===== src/rtl/rr_arbiter8_pkg.sv =====
// Shared types and constants for the 8-way round-robin arbiter.
package rr_arbiter8_pkg;

    typedef enum logic {
        EMPTY = 1'b0,
        FULL  = 1'b1
    } state_t;

    localparam int unsigned c_nreqs   = 8;
    localparam int unsigned c_selbits = 3;

endpackage


===== src/rtl/rr_arbiter8_if.sv =====
// Requester-side and downstream val/rdy handshake bundle for rr_arbiter8.
interface rr_arbiter8_if
    import rr_arbiter8_pkg::*;
#(
    parameter int unsigned p_nbits = 32
);

    logic [c_nreqs-1:0]         req_val;
    logic [c_nreqs-1:0]         req_rdy;
    logic [c_nreqs*p_nbits-1:0] req_msg;
    logic                       resp_val;
    logic                       resp_rdy;
    logic [p_nbits-1:0]         resp_msg;
    logic [c_selbits-1:0]       resp_src;

    modport master (
        output req_val, req_msg, resp_rdy,
        input  req_rdy, resp_val, resp_msg, resp_src
    );

    modport slave (
        input  req_val, req_msg, resp_rdy,
        output req_rdy, resp_val, resp_msg, resp_src
    );

endinterface


===== src/rtl/rr_arbiter8_priority_sel8.sv =====
// Rotating priority selector (winner search starting at ptr) and the
// 8-input message mux used to steer the winner's payload.
module rr_priority_sel8
    import rr_arbiter8_pkg::*;
(
    input  logic [c_nreqs-1:0]   req_val,
    input  logic [c_selbits-1:0] ptr,
    output logic [c_selbits-1:0] gsel,
    output logic                 any
);

    logic [2*c_nreqs-1:0] dbl;
    logic [c_nreqs-1:0]   rot;
    logic [c_selbits-1:0] idx;
    logic                 found;

    // Rotating right by ptr puts requester ptr at bit 0, so the lowest set
    // bit is the winner's distance from ptr.
    always_comb begin
        dbl   = {req_val, req_val} >> ptr;
        rot   = dbl[c_nreqs-1:0];
        idx   = '0;
        found = 1'b0;
        for (int unsigned i = 0; i < c_nreqs; i++) begin
            if (rot[i] && !found) begin
                idx   = i[c_selbits-1:0];
                found = 1'b1;
            end
        end
        any  = |req_val;
        gsel = ptr + idx;
    end

endmodule

module mux8
    import rr_arbiter8_pkg::*;
#(
    parameter int unsigned p_nbits = 32
) (
    input  logic [c_nreqs*p_nbits-1:0] in_flat,
    input  logic [c_selbits-1:0]       sel,
    output logic [p_nbits-1:0]         out
);

    always_comb begin
        out = '0;
        for (int unsigned i = 0; i < c_nreqs; i++) begin
            if (sel == i[c_selbits-1:0]) begin
                out = in_flat[i*p_nbits +: p_nbits];
            end
        end
    end

endmodule


===== src/rtl/rr_arbiter8.sv =====
// Round-robin arbiter: eight val/rdy requesters share one registered
// single-entry output buffer; the last winner drops to lowest priority.
module rr_arbiter8
    import rr_arbiter8_pkg::*;
#(
    parameter int unsigned p_nbits = 32
) (
    input  logic          clk,
    input  logic          reset,
    rr_arbiter8_if.slave  bus
);

    state_t               state_q, state_d;
    logic [c_selbits-1:0] ptr_q,   ptr_d;
    logic [p_nbits-1:0]   msg_q,   msg_d;
    logic [c_selbits-1:0] src_q,   src_d;

    logic [c_selbits-1:0] gsel;
    logic                 any;
    logic [p_nbits-1:0]   sel_msg;
    logic                 can_acc;
    logic                 xfer;

    rr_priority_sel8 u_sel (
        .req_val (bus.req_val),
        .ptr     (ptr_q),
        .gsel    (gsel),
        .any     (any)
    );

    mux8 #(
        .p_nbits (p_nbits)
    ) u_mux (
        .in_flat (bus.req_msg),
        .sel     (gsel),
        .out     (sel_msg)
    );

    // A FULL buffer being drained this cycle can refill in the same cycle.
    always_comb begin
        can_acc  = (state_q == EMPTY) | bus.resp_rdy;
        xfer     = any & can_acc & ~reset;
        state_d  = state_q;
        ptr_d    = ptr_q;
        msg_d    = msg_q;
        src_d    = src_q;
        if (xfer) begin
            state_d = FULL;
            msg_d   = sel_msg;
            src_d   = gsel;
            ptr_d   = gsel + 3'd1;
        end else if ((state_q == FULL) && bus.resp_rdy) begin
            state_d = EMPTY;
        end
    end

    always_ff @(posedge clk) begin
        if (reset) begin
            state_q <= EMPTY;
            ptr_q   <= '0;
            msg_q   <= '0;
            src_q   <= '0;
        end else begin
            state_q <= state_d;
            ptr_q   <= ptr_d;
            msg_q   <= msg_d;
            src_q   <= src_d;
        end
    end

    assign bus.req_rdy  = xfer ? (8'b1 << gsel) : '0;
    assign bus.resp_val = (state_q == FULL);
    assign bus.resp_msg = msg_q;
    assign bus.resp_src = src_q;

endmodule


===== src/flat_wrapper.sv =====
// flat-port wrapper written by rule: the top's interface ports become plain ports
module rr_arbiter8_flat import rr_arbiter8_pkg::*;
#(
    parameter int unsigned p_nbits = 32
)
  (clk, reset, bus_req_val, bus_req_msg, bus_resp_rdy, bus_req_rdy, bus_resp_val, bus_resp_msg, bus_resp_src);
  rr_arbiter8_if #(.p_nbits(p_nbits)) bus_i ();
  input  logic clk;
  input  logic reset;
  input wire logic [$bits(bus_i.req_val)-1:0] bus_req_val;
  input wire logic [$bits(bus_i.req_msg)-1:0] bus_req_msg;
  input wire logic [$bits(bus_i.resp_rdy)-1:0] bus_resp_rdy;
  output wire logic [$bits(bus_i.req_rdy)-1:0] bus_req_rdy;
  output wire logic [$bits(bus_i.resp_val)-1:0] bus_resp_val;
  output wire logic [$bits(bus_i.resp_msg)-1:0] bus_resp_msg;
  output wire logic [$bits(bus_i.resp_src)-1:0] bus_resp_src;
  assign bus_i.req_val = bus_req_val;
  assign bus_i.req_msg = bus_req_msg;
  assign bus_i.resp_rdy = bus_resp_rdy;
  assign bus_req_rdy = bus_i.req_rdy;
  assign bus_resp_val = bus_i.resp_val;
  assign bus_resp_msg = bus_i.resp_msg;
  assign bus_resp_src = bus_i.resp_src;
  rr_arbiter8 #(.p_nbits(p_nbits)) u_core (.clk(clk), .reset(reset), .bus(bus_i));
endmodule

===== config.mk =====
export PLATFORM = sky130hd
export DESIGN_NAME = rr_arbiter8_flat
export DESIGN_NICKNAME = d
export VERILOG_FILES = /design/src/rtl/rr_arbiter8_pkg.sv /design/src/rtl/rr_arbiter8_if.sv /design/src/rtl/rr_arbiter8_priority_sel8.sv /design/src/rtl/rr_arbiter8.sv /design/src/flat_wrapper.sv
export SDC_FILE = /design/constraint.sdc
export NUM_CORES = 1
export LEC_CHECK = 0
export CORE_ASPECT_RATIO = 0.7
export CORE_MARGIN = 5
export CORE_UTILIZATION = 42
export CTS_BUF_LIST = sky130_fd_sc_hd__clkbuf_8
export DETAILED_ROUTE_END_ITERATION = 16
export GPL_ROUTABILITY_DRIVEN = 0
export PLACE_DENSITY = 0.95
export SYNTH_ARGS = -nofsm -noshare
export SYNTH_HDL_FRONTEND = slang
export SYNTH_HIERARCHICAL = 1
export SYNTH_SLANG_ARGS = --single-unit
export TNS_END_PERCENT = 100

===== constraint.sdc =====
create_clock -name clk -period 9.3 [get_ports clk]
set_clock_uncertainty 0.05 [all_clocks]
set_input_delay 1.86 -clock clk [delete_from_list [all_inputs] [get_ports clk]]
set_output_delay 1.86 -clock clk [all_outputs]
set_load 0.01 [all_outputs]

After elaboration in Yosys (flattened, before gate mapping)
Cells that the tools add are included.

storage, ports and cells
  register bits = 39
  logic and storage cells = 63
  output and inout port bits = 44

operators by class
  bitwise gates (word level) = 5
  reductions and logical operators = 18
  equality and inequality tests = 7
  shift-type cells = 2
  $add $sub $neg = 2
  multiplexer cells = 25

operator list
  operator             number
  $mux 32              8
  $mux 3               6
  $shr 16x3->8         1
  $eq 3x3->1 const B   4
  $mux 1               10
  $logic_and 1x1->1    8
  $mux 8               1
  $reduce_or 8->1      1
  $shl 1x3->8 const A  1
  $logic_not 1->1      7
  $eq 3x2->1 const B   2
  $add 3x1->3 const B  1
  $add 3x3->3          1
  $eq 3x1->1 const B   1
  $logic_not 3->1      1
  $and 1x1->1          2
  $not 1->1            2
  $reduce_bool 2->1    1
  $or 1x1->1           1

Longest topological paths before layout
Gate-level depths: netlist (run 1).

  depth after elaboration = 33
  mapped depth = 20

Hierarchy
The synthesis (run 1) kept the hierarchy.

modules (own cells, without submodules)
  module            cells each  instances  sequential area each (um^2)  area each (um^2)
  mux8              378         1          0.0                          2626.3
  rr_arbiter8       196         1          780.7                        1652.8
  rr_priority_sel8  90          1          0.0                          726.9

Worst setup path before layout (run 1)
No wires, ideal clock.

  path type = in2out
  start = input bus_req_val[6]
  end = output bus_req_rdy[3]
  arrival time = 4628 ps
  required time = 7390 ps
  path buffers = 1
  stages = 12
  path slack = 2762 ps
  cell sequence = clkbuf_1 mux4_2 o211a_1 o211ai_1 a32oi_1 ha_1 fa_1 xor2_1 xnor2_1 inv_1 ha_1 and3_1

on the way
  longest elaborated chain between the ends = 26

RTL lines
  element                   line                             text
  from (decl)               flat_wrapper.sv:10               input wire logic [$bits(bus_i.req_val)-1:0] bus_req_val;
  $shr 16x3->8 *            rr_arbiter8_priority_sel8.sv:20  dbl = {req_val, req_val} >> ptr;
  $mux 1                    rr_arbiter8_priority_sel8.sv:25  if (rot[i] && !found) begin
  $logic_not 1->1           rr_arbiter8_priority_sel8.sv:25
  $logic_and 1x1->1         rr_arbiter8_priority_sel8.sv:25
  $mux 1                    rr_arbiter8_priority_sel8.sv:25
  $logic_not 1->1           rr_arbiter8_priority_sel8.sv:25
  $logic_and 1x1->1         rr_arbiter8_priority_sel8.sv:25
  $mux 1                    rr_arbiter8_priority_sel8.sv:25
  [11 not listed]           n/a
  $mux 1                    rr_arbiter8_priority_sel8.sv:25
  $logic_not 1->1           rr_arbiter8_priority_sel8.sv:25
  $logic_and 1x1->1         rr_arbiter8_priority_sel8.sv:25
  $mux 3 *                  rr_arbiter8_priority_sel8.sv:25
  $add 3x3->3 *             rr_arbiter8_priority_sel8.sv:31  gsel = ptr + idx;
  named net u_core.gsel[2]  rr_arbiter8.sv:18                logic [c_selbits-1:0] gsel;
  $shl 1x3->8 *             rr_arbiter8.sv:71                assign bus.req_rdy = xfer ? (8'b1 << gsel) : '0;
  $mux 8 *                  rr_arbiter8.sv:71
  to (decl)                 flat_wrapper.sv:13               output wire logic [$bits(bus_i.req_rdy)-1:0] bus_req_rdy;

The timed path passes the listed nets; every way through them passes the cells marked *.

Final worst setup path (run 1)
Ends and elaborated chain as after synthesis.

==> results of run 1 <==
[through the flow]
step / cells / cell area [sq um]
after floorplan: 664 / 5006
after global placement: 1062 / 7943
after detailed placement: 1062 / 7943
after CTS: 1070 / 8028
after global routing: 1071 / 8030
final: 1071 / 8030
[placed cells by master, fill, tap and decap left out, types with 26 or more instances in the layout]
cell,Yosys,layout
or2_0,26,26
o31a_1,26,26
a21oi_1,94,94
nand2_1,70,69
nand3_1,40,40
a22oi_1,26,26
o21ai_1,28,28
clkdlybuf4s50_1,0,309
o21ai_0,30,30
dfxtp_1,39,39
mux2i_1,75,75
[registers in the layout (all words and copies together), names as in the netlist]
register             flops
u_core/bus.resp_msg     32
u_core/bus.resp_src      3
u_core/bus.resp_val      1
u_core/ptr_q             3
[synth_stat cells, types with 20 or more instances]
cell / n / area share
a21oi_1: 94 / 0.094
mux2i_1: 75 / 0.15
nand2_1: 70 / 0.052
nand3_1: 40 / 0.040
dfxtp_1: 39 / 0.16
buf_2: 38 / 0.038
o21ai_0: 30 / 0.030
o21ai_1: 28 / 0.028
a22oi_1: 26 / 0.039
o31a_1: 26 / 0.045
or2_0: 26 / 0.032
a221oi_2: 20 / 0.060
[routing by layer]
layer / part of all wire / global-route usage
met1: 0.39 / 0.3922
met2: 0.47 / 0.5276
met3: 0.11 / 0.09627
met4: 0.029 / 0.08935
met5: 0 / 0
[final timing paths]
path	end	slack, ns
worst max-delay path	bus_req_rdy[3]	1.21
worst min-delay path	u_core/bus.resp_msg[18]	0.43
worst max register to register	u_core/bus.resp_msg[7]	3.41
worst min register to register	u_core/bus.resp_msg[18]	0.43
[kinds of logic (layout without fill, tap and decap cells)]
family | Yosys count | in the layout | synth area share
xor gates and xnor gates | 3 | 3 | 0.005250
muxes | 82 | 82 | 0.1792
DFF | 39 | 39 | 0.1560
other | 0 | 1 | 0
buffers and inverters | 87 | 336 | 0.09972
adders and majority gates | 8 | 8 | 0.02149
and+or+nand+nor | 186 | 186 | 0.1840
AOI/OAI and AO/OA | 259 | 259 | 0.3544
[power by group through the flow]
stage               Clock [mW]  Combinational (mW)  Sequential [mW]
floorplan                    0                1.99            0.296
global placement             0                2.59            0.288
detailed placement           0                2.63            0.291
CTS                      0.121                2.64            0.289
global route             0.127                2.88            0.300
finish                   0.120                2.70            0.290
[worst max-delay path, cell delays in order]
cell and delay (ns):
clkdlybuf4s50_1 0.59, mux4_2 0.59, o211a_1 0.23, o211ai_1 0.20
a32oi_1 0.17, ha_4 0.19, fa_4 1.24, ha_1 0.30
ha_1 0.14, and3_1 0.14, clkdlybuf4s50_1 0.53
[layout make-up]
| class | instances | share of cell area |
|---|---|---|
| diodes | 1 | 0.0003116 |
| clock buffers | 5 | 0.008570 |
| clock inverters | 3 | 0.002026 |
| inverters | 8 | 0.003739 |
| multi-input cells | 538 | 0.4685 |
| flip-flops and latches | 39 | 0.09723 |
| well taps | 157 | 0.02446 |
| repair buffers | 320 | 0.3951 |
==> reports/metrics.yaml, run 1 <==
clocking:
  cts_buffers: 5
  postCtsSetupRepairBufs: 0
  cts_tree: "done"
  cts_resized: 0
  cts.sinks: 39
  clockBufferDepth: 2
  htreeDepth: 2
  clkTransAtPathRegs_ns: 0.08
  cts_root_buf: "clkbuf_8"
  clock_latency_ns: 0.29
  cts_hold_buf: 0
die:
  initial_core_util: 0.4284
  die_area_sq_mm: 0.01424
  num_rows: 33
  coreArea_sq_mm: 0.01169
  die_y_um: 101.3
  ioPinCount: 311
  fp.dieW_um: 140.5
sta:
  timing.fmax_mhz: 123.6
  tightestPinTransition_ns: 1.042
  relSlewSlack: 0.3054
  grt_setup_unrepaired: "no"
  finalSetupViolations: 0
  period_minus_slack_ns: 8.094
  drv_slew: 0
  fin_crit_sh: 0.8703
  final_hold_viol_count: 0
  setup_tns_ns: 0
  final.setup.worst_slack_ns: 1.206
  hold_slack_ns: 0.4291
drt:
  vias: 6412
  drc: 0
  dr.first_iter.drc_count: 604
  dr.pass1.iters: 7
  post_drt_via_cell_ratio: 5.987
  post_drt_wl_per_cell_um: 22.40
  ant_nets: 0
  wirelength_um: 23990
yosys:
  syn-num-nets: 939
  ys_ff_latch: 39
  synthFlopType: "dfxtp_1"
  postSynthCellCount: 664
  async_flop_share: 0
  synthDistinctLibCells: 52
  ys_seq_area_frac: 0.1560
  synth_edf_count: 0
  postSynthAreaPerCell_sq_um: 7.539
  yosysWarnings: 6
  syn_area_sq_mm: 0.005006
power:
  power_frac_seq: 0.093
  p_sw_frac: 0.5268
  pwr_density_cell_mw_per_mm2: 387.3
  p_comb_frac: 0.868
  p_int_mw: 1.472
  p_clk_frac: 0.038
  switchingPower_mw: 1.639
  power.leakage_nw: 2.947
  peakVddDrop_v: 0.0002504
  p_total_mw: 3.110
final_layout:
  finalNetCount: 1187
  seq_area_sq_um: 780.7
  areaGrowthSynthToFinish_pct: 60.41
  utilization: 0.6872
  drive_above_1_share: 0.06243
  multi_input_area_sq_mm: 0.003762
  nFillCells: 924
setup_path:
  reg2reg_from: "u_core/ptr_q[2]"
  cp-start-kind: "input pin"
  rr_worst_depth: 14
  crit_path_end_kind: "output port"
  crit_type: "in2out"
  crit_required_ns: 7.39
  crit_fanout: 42
  worstSetupStartpoint: "bus_req_val[6]"
  arrival_ns: 6.18
outcome:
  status: "finished, final reports clean"
grt:
  gr-total-overflow: 0
  grt_pass1_vias: 6159
  grt_max_degree: 72
  grt_use_total: 0.3137
  antenna_found_initial: 1
  grt_pass1_wl_um: 35450
place:
  port_buffers: 310
  post-dp-hpwl_um: 18170
  dpl_worst_slack_ns: 1.231
hold_path:
  hold_class: "reg2reg"
  worstHoldStart: "u_core/bus.resp_msg[18]"
  min_path_cells: 2
job:
  maxCapViolations: 0
Power figures use the tool's default switching activity.
==> run 2, diff against run 1 <==
CAP_MARGIN = 10   (was not set)
==> results of run 2 <==
The final DEF is identical to that of run 1; final timing and power are the same.
==> run 3, diff against run 2 <==
ABC_CLOCK_PERIOD_IN_PS = 9200   (was not set)
CORE_UTILIZATION = 39   (was 42)
PLACE_DENSITY = 0.93   (was 0.95)
clock period = 9.2 ns   (was 9.3 ns; I/O delays follow)
==> run 3 against run 2 <==
Sequential power up 2%. Utilization down 4.3 points. Non-clock buffer count down 1. Register-to-register slack worse by 0.07 ns. Sequential cell count unchanged. Clock-buffer cell count up 1. Hold slack better by 0.0023 ns. Worst setup slack worse by 0.052 ns. Largest cell class unchanged. First-iteration DRC count down 20%.
==> reports/metrics.yaml, run 3 (same netlist as run 1, synthesis figures left out) <==
sta:
  timing.fmax_mhz: 124.3
  final_hold_viol_count: 0
  setup_tns_ns: 0
  relSlewSlack: 0.3082
  finalSetupViolations: 0
  grt_setup_unrepaired: "no"
  fin_crit_sh: 0.8745
  drv_slew: 0
  period_minus_slack_ns: 8.046
  final.setup.worst_slack_ns: 1.154
  tightestPinTransition_ns: 1.035
grt:
  antenna_found_initial: 0
  grt_max_degree: 70
  gr-total-overflow: 0
  grt_pass1_wl_um: 35310
  grt_pass1_vias: 6005
  grt_use_total: 0.2855
clocking:
  cts_root_buf: "clkbuf_8"
  clkTransAtPathRegs_ns: 0.08
  cts_resized: 0
  clockBufferDepth: 2
  cts_tree: "done"
  htreeDepth: 2
  postCtsSetupRepairBufs: 0
  cts_buffers: 5
  clock_latency_ns: 0.29
  cts.sinks: 39
  cts_hold_buf: 0
power:
  pwr_density_cell_mw_per_mm2: 395.8
  power.leakage_nw: 2.958
  peakVddDrop_v: 0.0002809
  p_total_mw: 3.191
die:
  num_rows: 34
  ioPinCount: 311
  coreArea_sq_mm: 0.01251
  die_y_um: 104.8
  initial_core_util: 0.4003
  fp.dieW_um: 145.4
  die_area_sq_mm: 0.01524
final_layout:
  largest_reg_flops: 32
  diodes: 0
  nFillCells: 1070
  multi_input_area_sq_mm: 0.003762
  seq_area_sq_um: 780.7
  mostFrequentLayoutCells: "clkdlybuf4s50_1, a21oi_1, mux2i_1"
  final_area_sq_mm: 0.008063
  drive_above_1_share: 0.06250
  finalNetCount: 1186
  layout.cells.most_common: "clkdlybuf4s50_1"
  areaGrowthSynthToFinish_pct: 61.06
drt:
  post_drt_wl_per_cell_um: 21.95
  dr.pass1.iters: 5
  dr.first_iter.drc_count: 484
  post_drt_via_cell_ratio: 5.882
  vias: 6317
  ant_nets: 0
  wirelength_um: 23570
  drc: 0
place:
  post-dp-hpwl_um: 18200
  dpl_worst_slack_ns: 1.174
  placed_area_sq_mm: 0.007941
  port_buffers: 310
job:
  maxCapViolations: 0
setup_path:
  arrival_ns: 6.16
  cp-start-kind: "input pin"
  crit_fanout: 53
  rr_worst_depth: 14
  crit_path_end_kind: "output port"
  crit_required_ns: 7.31
  crit_type: "in2out"
outcome:
  status: "finished, final reports clean"
hold_path:
  hold_class: "reg2reg"
  min_path_cells: 2
[run 3: cell count changes in the layout (fill, tap and decap cells not counted), sizes merged]
| cell | before | now |
|---|---|---|
| clkinv | 1 | 0 |
| diode | 1 | 0 |
| buf | 11 | 10 |
| clkbuf | 5 | 6 |
| clkinvlp | 1 | 0 |
| bufinv | 0 | 1 |
[run 3: report_power, final]
| part | internal (mW) | switching (mW) |
|---|---|---|
| clock | 0.0893 | 0.0655 |
| combinational | 1.19 | 1.55 |
| sequential | 0.240 | 0.0546 |
[run 3: worst max-delay path, cell delays in order]
cell	delay (ns)
clkdlybuf4s50_1	0.60
mux4_2	0.58
o211a_1	0.23
o211ai_1	0.17
a32oi_1	0.17
ha_4	0.20
fa_4	1.24
ha_1	0.31
ha_1	0.14
and3_1	0.13
clkdlybuf4s50_1	0.53
[run 3: path summary, 6_finish.rpt]
kind / slack (ns) / endpoint / from
setup / recovery: 1.15 / bus_req_rdy[7] / bus_req_val[6]
hold / removal: 0.43 / u_core/bus.resp_msg[27] / u_core/bus.resp_msg[27]
setup reg to reg: 3.34 / u_core/bus.resp_msg[7] / u_core/ptr_q[2]
hold reg to reg: 0.43 / u_core/bus.resp_msg[27] / u_core/bus.resp_msg[27]
[run 3: layout make-up]
class	count	area share
Inverter	8	0.003724
Multi-Input combinational cell	538	0.4666
Clock inverter	2	0.004811
Sequential cell	39	0.09683
Tap cell	162	0.02514
Clock buffer	6	0.01024
Timing Repair Buffer	319	0.3926
[run 3: metrics by stage]
stage | instances | utilization | hold WS [ns]
after floorplan | 664 | - | 0.4446
after global placement | 1066 | 0.6350 | 0.4091
after detailed placement | 1066 | 0.6350 | 0.4182
after CTS | 1074 | 0.6447 | 0.4312
after global routing | 1074 | 0.6447 | 0.4619
final | 1074 | 0.6447 | 0.4315
[run 3: metal layers]
metal,part of all wire,vias up,global-route usage
met2,0.47,332,0.4648
met4,0.015,0,0.04927
met3,0.11,33,0.1030
li1,-,2977,-
met1,0.41,2975,0.3703
met5,0,-,0
